File: src/rtl/axi_lite_clint_slave.sv
// rtl/axi_lite_clint_slave.sv - AXI-Lite responder for a CLINT-style machine timer window
module axi_lite_clint_slave #(
  parameter logic [31:0] BASE   = 32'ha0000048,
  parameter int unsigned RD_LAT = 1,
  parameter int unsigned DIV    = 1
) (
  input  logic        clk,
  input  logic        rst,
  input  logic [31:0] araddr,
  input  logic        arvalid,
  output logic        arready,
  output logic [31:0] rdata,
  output logic [1:0]  rresp,
  output logic        rvalid,
  input  logic        rready,
  input  logic [31:0] awaddr,
  input  logic        awvalid,
  output logic        awready,
  input  logic [31:0] wdata,
  input  logic [3:0]  wstrb,
  input  logic        wvalid,
  output logic        wready,
  output logic [1:0]  bresp,
  output logic        bvalid,
  input  logic        bready,
  output logic        timer_irq
);

  localparam logic [1:0]  RESP_OKAY   = 2'b00;
  localparam logic [1:0]  RESP_DECERR = 2'b11;
  localparam logic [29:0] BASE_W      = BASE[31:2];
  localparam logic [3:0]  RD_CNT_INIT = 4'(RD_LAT - 1);
  localparam logic [15:0] DIV_MAX     = 16'(DIV - 1);

  // word index of each register inside the window
  localparam logic [2:0] IDX_MTIME_LO = 3'd0;
  localparam logic [2:0] IDX_MTIME_HI = 3'd1;
  localparam logic [2:0] IDX_CMP_LO   = 3'd2;
  localparam logic [2:0] IDX_CMP_HI   = 3'd3;
  localparam logic [2:0] IDX_CTRL     = 3'd4;

  typedef enum logic [1:0] {R_IDLE, R_WAIT, R_RESP} rd_state_e;
  typedef enum logic       {W_IDLE, W_RESP}         wr_state_e;

  // timer state
  logic [63:0] mtime_q, mtime_d;
  logic [63:0] mtimecmp_q, mtimecmp_d;
  logic        ctrl_en_q, ctrl_en_d;
  logic [15:0] presc_q, presc_d;
  logic [31:0] shadow_q, shadow_d;
  logic        irq_q, irq_d;
  logic        tick;

  // read channel state
  rd_state_e   rstate_q, rstate_d;
  logic [3:0]  rcnt_q, rcnt_d;
  logic [29:0] raddr_q, raddr_d;
  logic [31:0] rdata_q, rdata_d;
  logic [1:0]  rresp_q, rresp_d;

  // write channel state
  wr_state_e   wstate_q, wstate_d;
  logic        aw_held_q, aw_held_d;
  logic        w_held_q, w_held_d;
  logic [29:0] awaddr_q, awaddr_d;
  logic [31:0] wdata_q, wdata_d;
  logic [3:0]  wstrb_q, wstrb_d;
  logic [1:0]  bresp_q, bresp_d;

  // write decode and bypass view
  logic        aw_fire, w_fire, have_aw, have_w, wr_commit;
  logic [29:0] wr_word, wr_off;
  logic [31:0] wr_data;
  logic [3:0]  wr_strb;
  logic        wr_hit;
  logic [2:0]  wr_idx;
  logic        we_mtime_lo, we_mtime_hi, we_cmp_lo, we_cmp_hi, we_ctrl;
  logic [63:0] mtime_wv, mtimecmp_wv;
  logic        ctrl_wv;

  // read decode
  logic [29:0] r_off;
  logic        r_hit;
  logic [2:0]  r_idx;
  logic        r_sample;
  logic [31:0] rd_mux;

  // byte offset bits of the addresses carry no meaning in a word-only window
  logic unused_addr_bits;
  assign unused_addr_bits = ^{araddr[1:0], awaddr[1:0]};

  function automatic logic [31:0] merge_bytes(input logic [31:0] old_val,
                                              input logic [31:0] new_val,
                                              input logic [3:0]  strb);
    logic [31:0] res;
    res = old_val;
    for (int i = 0; i < 4; i++) begin
      if (strb[i]) res[8*i +: 8] = new_val[8*i +: 8];
    end
    return res;
  endfunction

  assign arready   = (rstate_q == R_IDLE);
  assign rvalid    = (rstate_q == R_RESP);
  assign rdata     = rdata_q;
  assign rresp     = rresp_q;
  assign awready   = (wstate_q == W_IDLE) && !aw_held_q;
  assign wready    = (wstate_q == W_IDLE) && !w_held_q;
  assign bvalid    = (wstate_q == W_RESP);
  assign bresp     = bresp_q;
  assign timer_irq = irq_q;

  assign aw_fire   = awvalid && awready;
  assign w_fire    = wvalid && wready;
  assign have_aw   = aw_held_q || aw_fire;
  assign have_w    = w_held_q || w_fire;
  assign wr_commit = (wstate_q == W_IDLE) && have_aw && have_w;
  assign wr_word   = aw_held_q ? awaddr_q : awaddr[31:2];
  assign wr_data   = w_held_q ? wdata_q : wdata;
  assign wr_strb   = w_held_q ? wstrb_q : wstrb;
  assign wr_off    = wr_word - BASE_W;
  assign wr_hit    = (wr_off < 30'd8);
  assign wr_idx    = wr_off[2:0];

  assign we_mtime_lo = wr_commit && wr_hit && (wr_idx == IDX_MTIME_LO);
  assign we_mtime_hi = wr_commit && wr_hit && (wr_idx == IDX_MTIME_HI);
  assign we_cmp_lo   = wr_commit && wr_hit && (wr_idx == IDX_CMP_LO);
  assign we_cmp_hi   = wr_commit && wr_hit && (wr_idx == IDX_CMP_HI);
  assign we_ctrl     = wr_commit && wr_hit && (wr_idx == IDX_CTRL);

  assign r_off    = raddr_q - BASE_W;
  assign r_hit    = (r_off < 30'd8);
  assign r_idx    = r_off[2:0];
  assign r_sample = (rstate_q == R_WAIT) && (rcnt_q == 4'd0);

  // register values with this cycle's committing write already merged in (no increment)
  always_comb begin
    mtime_wv    = mtime_q;
    mtimecmp_wv = mtimecmp_q;
    ctrl_wv     = ctrl_en_q;
    if (we_mtime_lo) mtime_wv[31:0]     = merge_bytes(mtime_q[31:0], wr_data, wr_strb);
    if (we_mtime_hi) mtime_wv[63:32]    = merge_bytes(mtime_q[63:32], wr_data, wr_strb);
    if (we_cmp_lo)   mtimecmp_wv[31:0]  = merge_bytes(mtimecmp_q[31:0], wr_data, wr_strb);
    if (we_cmp_hi)   mtimecmp_wv[63:32] = merge_bytes(mtimecmp_q[63:32], wr_data, wr_strb);
    if (we_ctrl && wr_strb[0]) ctrl_wv = wr_data[0];
  end

  // prescaler, mtime increment, and bus writes (a write to either mtime half cancels that cycle's tick)
  always_comb begin
    presc_d = presc_q;
    tick    = 1'b0;
    if (ctrl_en_q) begin
      if (presc_q == DIV_MAX) begin
        presc_d = 16'd0;
        tick    = 1'b1;
      end else begin
        presc_d = presc_q + 16'd1;
      end
    end
    mtime_d = tick ? (mtime_q + 64'd1) : mtime_q;
    if (we_mtime_lo || we_mtime_hi) mtime_d = mtime_wv;
    mtimecmp_d = mtimecmp_wv;
    ctrl_en_d  = ctrl_wv;
    irq_d      = (mtime_q >= mtimecmp_q);
  end

  // read data mux and hi-shadow capture on an mtime_lo sample
  always_comb begin
    rd_mux   = 32'd0;
    shadow_d = shadow_q;
    if (r_hit) begin
      case (r_idx)
        IDX_MTIME_LO: rd_mux = mtime_wv[31:0];
        IDX_MTIME_HI: rd_mux = shadow_q;
        IDX_CMP_LO:   rd_mux = mtimecmp_wv[31:0];
        IDX_CMP_HI:   rd_mux = mtimecmp_wv[63:32];
        IDX_CTRL:     rd_mux = {31'd0, ctrl_wv};
        default:      rd_mux = 32'd0;
      endcase
    end
    if (r_sample && r_hit && (r_idx == IDX_MTIME_LO)) shadow_d = mtime_wv[63:32];
  end

  // read channel next state: accept address, count down latency, hold response until taken
  always_comb begin
    rstate_d = rstate_q;
    rcnt_d   = rcnt_q;
    raddr_d  = raddr_q;
    rdata_d  = rdata_q;
    rresp_d  = rresp_q;
    case (rstate_q)
      R_IDLE: begin
        if (arvalid) begin
          raddr_d  = araddr[31:2];
          rcnt_d   = RD_CNT_INIT;
          rstate_d = R_WAIT;
        end
      end
      R_WAIT: begin
        if (rcnt_q == 4'd0) begin
          rdata_d  = rd_mux;
          rresp_d  = r_hit ? RESP_OKAY : RESP_DECERR;
          rstate_d = R_RESP;
        end else begin
          rcnt_d = rcnt_q - 4'd1;
        end
      end
      R_RESP: begin
        if (rready) rstate_d = R_IDLE;
      end
      default: rstate_d = R_IDLE;
    endcase
  end

  // write channel next state: collect AW and W in any order, commit once both are held
  always_comb begin
    wstate_d  = wstate_q;
    aw_held_d = aw_held_q;
    w_held_d  = w_held_q;
    awaddr_d  = awaddr_q;
    wdata_d   = wdata_q;
    wstrb_d   = wstrb_q;
    bresp_d   = bresp_q;
    case (wstate_q)
      W_IDLE: begin
        if (aw_fire) begin
          aw_held_d = 1'b1;
          awaddr_d  = awaddr[31:2];
        end
        if (w_fire) begin
          w_held_d = 1'b1;
          wdata_d  = wdata;
          wstrb_d  = wstrb;
        end
        if (wr_commit) begin
          bresp_d  = wr_hit ? RESP_OKAY : RESP_DECERR;
          wstate_d = W_RESP;
        end
      end
      W_RESP: begin
        if (bready) begin
          wstate_d  = W_IDLE;
          aw_held_d = 1'b0;
          w_held_d  = 1'b0;
        end
      end
      default: wstate_d = W_IDLE;
    endcase
  end

  // timer registers
  always_ff @(posedge clk or posedge rst) begin
    if (rst) begin
      mtime_q    <= 64'd0;
      mtimecmp_q <= 64'hFFFF_FFFF_FFFF_FFFF;
      ctrl_en_q  <= 1'b1;
      presc_q    <= 16'd0;
      shadow_q   <= 32'd0;
      irq_q      <= 1'b0;
    end else begin
      mtime_q    <= mtime_d;
      mtimecmp_q <= mtimecmp_d;
      ctrl_en_q  <= ctrl_en_d;
      presc_q    <= presc_d;
      shadow_q   <= shadow_d;
      irq_q      <= irq_d;
    end
  end

  // read channel registers
  always_ff @(posedge clk or posedge rst) begin
    if (rst) begin
      rstate_q <= R_IDLE;
      rcnt_q   <= 4'd0;
      raddr_q  <= 30'd0;
      rdata_q  <= 32'd0;
      rresp_q  <= RESP_OKAY;
    end else begin
      rstate_q <= rstate_d;
      rcnt_q   <= rcnt_d;
      raddr_q  <= raddr_d;
      rdata_q  <= rdata_d;
      rresp_q  <= rresp_d;
    end
  end

  // write channel registers
  always_ff @(posedge clk or posedge rst) begin
    if (rst) begin
      wstate_q  <= W_IDLE;
      aw_held_q <= 1'b0;
      w_held_q  <= 1'b0;
      awaddr_q  <= 30'd0;
      wdata_q   <= 32'd0;
      wstrb_q   <= 4'd0;
      bresp_q   <= RESP_OKAY;
    end else begin
      wstate_q  <= wstate_d;
      aw_held_q <= aw_held_d;
      w_held_q  <= w_held_d;
      awaddr_q  <= awaddr_d;
      wdata_q   <= wdata_d;
      wstrb_q   <= wstrb_d;
      bresp_q   <= bresp_d;
    end
  end

endmodule

File: config.mk
export PLATFORM = sky130hd
export DESIGN_NAME = axi_lite_clint_slave
export DESIGN_NICKNAME = d
export VERILOG_FILES = /design/src/rtl/axi_lite_clint_slave.sv
export SDC_FILE = /design/constraint.sdc
export NUM_CORES = 1
export LEC_CHECK = 0
export BUFFER_PORTS_ARGS = -buffer_cell sky130_fd_sc_hd__buf_2
export CORE_MARGIN = 4
export CORE_UTILIZATION = 40
export CTS_CLUSTER_DIAMETER = 50
export DETAILED_ROUTE_END_ITERATION = 7
export PLACE_DENSITY = 0.54
export REMOVE_ABC_BUFFERS = 1
export SKIP_CTS_REPAIR_TIMING = 1
export SYNTH_ARGS = -nofsm -noshare
export SYNTH_HDL_FRONTEND = slang
export SYNTH_SLANG_ARGS = --single-unit
File: constraint.sdc
create_clock -name clk -period 13.6 [get_ports clk]
set_input_delay 2.72 -clock clk [delete_from_list [all_inputs] [get_ports clk]]
set_output_delay 2.72 -clock clk [all_outputs]
set_load 0.02 [all_outputs]
After elaboration in Yosys (flattened, before gate mapping)
Index checks and enable logic that the tools add are counted.
Widths: inputs -> output; s select.
{"block": "word_totals", "register_bits": 319, "inputBits": 107, "output_inout_bits": 42, "wordCells": 129}
{"block": "op_classes", "n_addsub": 5, "n_lt_le_gt_ge": 3, "n_eq_ne": 17, "mux": 48, "n_bitwise": 1, "n_reduce_logical": 37}
{"op": "$mux 32", "n": 6}
{"op": "$pmux 32 s5", "n": 1}
{"op": "$mux 64", "n": 2}
{"op": "$mux 8", "n": 16}
{"op": "$add 64x1->64 const B", "n": 1}
{"op": "$ge 64x64->1", "n": 1}
{"op": "$lt 30x4->1 const B", "n": 2}
{"op": "$sub 30x30->30 const B", "n": 2}
{"op": "$mux 30", "n": 1}
{"op": "$add 16x1->16 const B", "n": 1}
{"op": "$logic_and 1x1->1", "n": 16}
{"op": "$logic_not 16->1", "n": 1}
{"op": "$mux 16", "n": 1}
{"op": "$reduce_and 2->1", "n": 7}
{"op": "$eq 3x2->1 const B", "n": 4}
{"op": "$mux 4", "n": 3}
{"op": "$mux 2", "n": 5}
{"op": "$ne 2x2->1 const B", "n": 5}
{"op": "$mux 1", "n": 8}
{"op": "$pmux 4 s2", "n": 1}
{"op": "$eq 3x1->1 const B", "n": 2}
{"op": "$eq 3x3->1 const B", "n": 2}
{"op": "$logic_not 3->1", "n": 2}
{"op": "$pmux 1 s2", "n": 3}
{"op": "other kinds (12)", "n": 18}

Logic depth before layout (Yosys ltp)
Gate-level depths: netlist (run 1).
{"block": "depth", "depth_word": 12, "ltp_mapped": 20, "depth_no_buf": 12}

Worst setup path before layout (run 1)
No wires, ideal clock.
{"block": "synth_path", "kind": "input to register", "from": "input awaddr[16]", "to": "register rdata_q[15], in the netlist rdata[15]", "arrival_time_ps": 5727, "required_time_ps": 13471, "slack_ps": 7744, "stages": 11, "n_path_buf": 1, "cell_sequence": "or4_1 -> o22a_1 -> nor4_4 -> and4b_1 -> o21ai_1 -> or4_1 -> buf_4 -> nor3_4 -> mux2_2 -> a21oi_1 -> a31oi_1"}
{"block": "synth_via", "elab_chain_len": 8}
{"item": "from (decl)", "line": "16", "rtl": "input logic [31:0] awaddr,"}
{"item": "$mux 30 (*)", "line": "118", "rtl": "assign wr_word = aw_held_q ? awaddr_q : awaddr[31:2];"}
{"item": "$sub 30x30->30 (*)", "line": "121", "rtl": "assign wr_off = wr_word - BASE_W;"}
{"item": "$lt 30x4->1 (*)", "line": "122", "rtl": "assign wr_hit = (wr_off < 30'd8);"}
{"item": "$logic_and 1x1->1 (*)", "line": "125, 127, 128"}
{"item": "$logic_and 1x1->1, on equally long branches", "line": "128, 125, 127"}
{"item": "$mux 32, on equally long branches", "line": "144, 141, 143"}
{"item": "$pmux 32 s5 (*)", "line": "172", "rtl": "case (r_idx)"}
{"item": "$mux 32 (*)", "line": "171", "rtl": "if (r_hit) begin"}
{"item": "to (signal assigned)", "line": "282", "rtl": "rdata_q <= rdata_d;"}
{"item": "to (decl)", "line": "58", "rtl": "logic [31:0] rdata_q, rdata_d;"}
Every way passes the cells marked *; elsewhere a longest branch is shown, timed or not.
A chain may end at the register's enable or synchronous reset.

Final worst setup path (run 1)
{"block": "layout_path", "from": "input awaddr[4]", "to": "register rdata_q[13], in the netlist rdata[13]"}
{"block": "layout_via", "elab_chain_len": 8}
{"item": "$mux 30 (*)", "line": "118"}
{"item": "$sub 30x30->30 (*)", "line": "121"}
{"item": "$lt 30x4->1", "line": "122"}
{"item": "$logic_and 1x1->1", "line": "125, 127, 128"}
{"item": "$logic_and 1x1->1, on equally long branches", "line": "128, 125, 127"}
{"item": "$mux 32, on equally long branches", "line": "144, 141, 143"}
{"item": "$pmux 32 s5 (*)", "line": "172"}
{"item": "$mux 32 (*)", "line": "171"}
Marked as above.

==> impl_metrics.ini, run 1 <==
[place]
gp_congestion = 0.931
dp.cells = 2705
port_buffers = 144
hpwl_um = 42800
preCtsSetupSlack_ps = 6060
place_area_um2 = 20200

[floorplanning]
ios = 149
start_util = 0.406
placement_rows = 79
die_y_um = 226
dieArea_um2 = 50900
die_x_um = 226
core_um2 = 46700

[layout]
instances_no_fill = 2789
drive_above_1_share = 0.226
final_nets = 2323
antennaDiodeCount = 0
final_util = 0.467
ff_latch_area_um2 = 8020
fill_cells = 4485
area_delta_synth_final_pct = 15.1
multi_input_comb_area_um2 = 10100
finalInstanceArea_um2 = 21800

[critical_path]
reg2reg_slack_ps = 7680
r2r_end = rdata[13]$_DFFE_PP0P_
cp_common_cell = nor3_1
cpPeakStageDelay_ps = 1070
path_cells = buf_2 > nor4_1 > nor3_1 > o21ai_0 > a21oi_1 > nand2_1 > nor2_1 > nand4_1 > and3_1 > nor3_1 > a31oi_1
critPathLaunch = awaddr[4]
crit_slowest_cell = nand4_1
arrival_ps = 7640
worstPathRequired_ps = 14040
crit_end = rdata[13]$_DFFE_PP0P_
worstReg2RegStart = aw_held_q$_DFFE_PP0P_
start_kind = primary input
critPathCaptureType = flip-flop
cp_max_fo = 20
crit_type = in -> reg
ff2ff_path_depth = 11

[synth]
synthArstFlopShare = 1.00
yosysSeqAreaShare = 0.423
synth-seq-cells = 317
ys_types = 84
synth_top_flop_cell = dfrtp_1
yosys_warnings = 0
synth.avg_cell_area_um2 = 9.36
yosys.area.top_type = dfrtp_1
yosysTopAreaCellShare = 0.333
synthCells = 2023
netlist_area_um2 = 18900
synth_edf_count = 0
synth_most_common_cell = nand2_1
synth_area_leaders = dfrtp_1 (33%), dfstp_2 (9.0%), mux2_2 (8.0%)
synth_common_cells = nand2_1 (262), dfrtp_1 (252), mux2_2 (134)

[timing]
worst_slew_pin_slew_ps = 1240
tns_ps = 0
hold_viol_final = 0
max_freq_mhz = 139
holdWs_ps = 466
rsz0062_at_grt = no
drv_slew = 0
setup_viol = 0
clock_skew_ps = 21.1
slew_headroom = 0.168
period_minus_slack_ps = 7200
period_share = 0.529
layout_setup_ws_ps = 6400

[global_route]
grt_pass1_wl_um = 95700
globalRouteTotalUtil = 0.240
grt_remaining_overflow = 0
grt_pass1_vias = 16100
grt_max_degree = 144
antenna_found_initial = 0

[clocking]
cts_buffers = 45
clock-sinks = 317
clkLatencyLatePin_ps = 590
clockBufferDepth = 3
cts_tree = built
cts.clk_slew.worst_paths_ps = 50
root_buffer = clkbuf_16
h-tree-depth = 2

[run]
maxCapViolations = 0

[route]
via_count = 16400
drcViolationCount = 0
drt_wl_total_um = 62200
drt_pass1_iterations = 5
post_drt_via_cell_ratio = 5.88
ant_nets = 0
drt_iter0_markers = 1270
wl_per_cell_um = 22.3

[status]
status = finished clean

[power_and_ir_drop]
finalPower_mw = 3.65
power_density_nw_per_um2 = 168
leakagePower_nw = 9.33
ir_worst_vdd_mv = 0.0859

[min_path]
hp-class = reg -> reg
cell type report:
| cell class | count | share of cell area |
|---|---|---|
| Tap cell | 607 | 0.0348 |
| Timing Repair Buffer | 171 | 0.0424 |
| Clock inverter | 21 | 0.0117 |
| Sequential cell | 317 | 0.368 |
| Multi-Input combinational cell | 1493 | 0.462 |
| Clock buffer | 63 | 0.0604 |
| Inverter | 117 | 0.0205 |
cells in the final DEF (no fill, tap or decap), drive strengths merged, types with 6 or more instances in the layout:
master  synthesis  final
nor2b          10     10
mux2i          68     68
a221oi         22     22
o21ai         140    140
and3           37     37
o22ai           9      9
clkinv          0      9
nor4b           7      7
or2            12     12
inv           117    119
buf            29    171
and2           20     20
o211ai         14     14
a22oi          12     12
a22o            8      8
a211oi         26     26
a32oi          25     25
mux2          134    134
nand4          43     43
or4             6      6
xnor2          24     24
a21o           34     34
nor3           85     85
nand2b         13     13
clkbuf         67     63
nor3b          10     10
a21boi          9      9
nand2         262    262
nor4           19     19
ha             71     71
dfrtp         252    252
a21oi         108    108
nand3          62     62
dfstp          65     65
a31oi          33     33
xor2           16     16
nor2           94     94
power by group:
group          switching (mW)  internal (mW)  total, mW  leakage [nW]
Sequential              0.116           1.11       1.22          3.67
Clock                   0.463          0.772       1.23         0.762
Combinational           0.765          0.431       1.20          4.90
Total                    1.34           2.31       3.65          9.33
worst max-delay path: cells and delay by family:
family	cells	cell delay, ps
AOI/OAI and AO/OA	3	870
buffers and inverters	1	100
and+or+nand+nor	7	3930
cells by family (layout without fill, tap and decap cells):
group                    Yosys count  after routing  synth area share
buffers and inverters            213            372            0.0459
AO/OA/AOI/OAI                    484            484             0.165
AND/OR/NAND/NOR                  695            695             0.184
XOR/XNOR                          40             40            0.0185
multiplexers                     203            203             0.117
adder cells (fa/ha/maj)           71             71            0.0469
flip-flops                       317            317             0.423
sequential cells by signal, indices dropped and copies added, names as in the netlist, 2 cells and up:
name / cells
mtime_q: 64
raddr_q: 30
mtimecmp_q: 64
rcnt_q: 4
wstrb_q: 4
awaddr_q: 30
rdata: 32
presc_q: 16
shadow_q: 32
rstate_q: 2
wdata_q: 32
how the worst min path moves through the flow:
stage	startpoint	endpoint	slack [ps]	cells past startpoint
global route	presc_q[15]$_DFFE_PP0P_	presc_q[15]$_DFFE_PP0P_	490	1
global placement	presc_q[15]$_DFFE_PP0P_	presc_q[15]$_DFFE_PP0P_	460	1
detailed placement	presc_q[15]$_DFFE_PP0P_	presc_q[15]$_DFFE_PP0P_	460	1
CTS	presc_q[15]$_DFFE_PP0P_	presc_q[15]$_DFFE_PP0P_	470	1
floorplan	presc_q[15]$_DFFE_PP0P_	presc_q[15]$_DFFE_PP0P_	440	1
finish	presc_q[15]$_DFFE_PP0P_	presc_q[15]$_DFFE_PP0P_	470	1
per-layer routing:
metal / vias up / GRT usage / share of wire
met2: 615 / 0.388 / 0.46
met5: - / 0 / 0
li1: 7613 / - / -
met4: 0 / 0.0802 / 0.032
met1: 8049 / 0.335 / 0.45
met3: 122 / 0.0314 / 0.059
Power figures use the tool's default switching activity.
==> inputs of run 2 (changes only) <==
clock period = 7.3 ns   (was 13.6 ns; I/O delays follow)
==> impl_metrics.ini, run 2 (synthesis results as in run 1) <==
[status]
status = finished clean

[critical_path]
cpPeakStageDelay_ps = 990
worstPathRequired_ps = 7710
start_kind = flip-flop
crit_slowest_cell = dfrtp_2
cp_max_fo = 48
cp_top_family = simple AND/OR/NAND/NOR gates
cp.buffers_inverters = 2
arrival_ps = 5870
path_depth = 12
crit_type = reg -> reg
ff2ff_path_depth = 12
path_cells = buf_4 > or4b_1 > o22a_1 > nor4_4 > xor2_1 > nand4_1 > or4_1 > nor2_4 > buf_4 > nand2_1 > a211oi_1 > a21oi_1
cp_common_cell = buf_4
critPathCaptureType = flip-flop

[floorplanning]
ios = 149
die_x_um = 226
placement_rows = 79
core_um2 = 46700
die_y_um = 226
start_util = 0.406
dieArea_um2 = 50900

[place]
place_area_um2 = 20300
gp_congestion = 0.914
port_buffers = 144
hpwl_um = 43300
dp.cells = 2712

[layout]
fill_cells = 4571
largest_registers = mtime_q x64, mtimecmp_q x64
final_cell_mix = nand2_1 (261), dfrtp_1 (250), buf_2 (144)
finalInstanceArea_um2 = 21900
final_common_cell = nand2_1
instances_no_fill = 2799
final_nets = 2331
drive_above_1_share = 0.230
area_delta_synth_final_pct = 15.7

[global_route]
grt_pass1_vias = 16100
antenna_found_initial = 1
grt_remaining_overflow = 0
globalRouteTotalUtil = 0.240
grt_pass1_wl_um = 95800
grt_max_degree = 131

[route]
wl_per_cell_um = 22.2
post_drt_via_cell_ratio = 5.85
drt_pass1_iterations = 8
ant_nets = 0
via_count = 16400
drt_iter0_markers = 1370
drt_wl_total_um = 62000
drcViolationCount = 0

[timing]
rsz0062_at_grt = no
clock_skew_ps = 32.5
slew_headroom = 0.288
period_share = 0.747
period_minus_slack_ps = 5450
max_freq_mhz = 183
worst_slew_pin_slew_ps = 1040
setup_viol = 0
hold_viol_final = 0
drv_slew = 0

[power_and_ir_drop]
leakagePower_nw = 9.40
ir_worst_vdd_mv = 0.202
power_density_nw_per_um2 = 312

[clocking]
clockBufferDepth = 3
root_buffer = clkbuf_16
cts.clk_slew.worst_paths_ps = 60
cts_tree = built
clock-sinks = 317
h-tree-depth = 2
clkLatencyLatePin_ps = 590
cts_buffers = 46

[min_path]
hold_depth = 1
hp-class = reg -> reg

[run]
maxCapViolations = 0
==> run 2: routing by layer <==
layer / part of all wire / up-vias / track usage
met5: 0 / - / 0
met4: 0.032 / 0 / 0.0780
met3: 0.055 / 122 / 0.0375
met2: 0.47 / 523 / 0.391
met1: 0.45 / 8077 / 0.330
li1: - / 7641 / -
==> run 2: cell type report <==
| class | count | area, um^2 | share of cell area |
|---|---|---|---|
| multi-input combinational | 1493 | 10100 | 0.460 |
| sequential | 317 | 8020 | 0.366 |
| clock buffer | 58 | 1260 | 0.0574 |
| timing repair buffer | 178 | 988 | 0.0451 |
| tap | 607 | 759 | 0.0347 |
| inverter | 117 | 447 | 0.0204 |
| clock inverter | 28 | 355 | 0.0162 |
| antenna | 1 | 2.50 | 0.000114 |
==> run 2: where the power goes <==
part | leakage (nW) | switching (mW) | internal [mW]
sequential | 3.67 | 0.288 | 2.06
clock | 0.788 | 0.897 | 1.45
combinational | 4.94 | 1.34 | 0.802
total | 9.40 | 2.53 | 4.31
==> run 2: worst paths after layout <==
kind,from,to,slack (ps)
worst min register to register,presc_q[15]$_DFFE_PP0P_,presc_q[15]$_DFFE_PP0P_,470
worst min-delay path,presc_q[15]$_DFFE_PP0P_,presc_q[15]$_DFFE_PP0P_,470
worst max register to register,aw_held_q$_DFFE_PP0P_,shadow_q[24]$_DFFE_PP0P_,1850
max in group asynchronous,rst,shadow_q[19]$_DFFE_PP0P_,4720
worst max-delay path,aw_held_q$_DFFE_PP0P_,shadow_q[24]$_DFFE_PP0P_,1850
min in group asynchronous,rst,awaddr_q[4]$_DFFE_PP0P_,1060
==> run 2: per-stage QoR <==
stage	setup TNS (ps)	util	setup slack, ps	power [mW]	hold WS [ps]
2_1_floorplan	-733690	-	-2820	3.73	443
3_3_place_gp	0	0.435	1560	4.47	463
3_5_place_dp	0	0.435	1520	4.51	459
4_1_cts	0	0.469	1880	6.89	470
5_1_grt	0	0.469	1540	7.19	499
6_report	0	0.469	1850	6.84	472
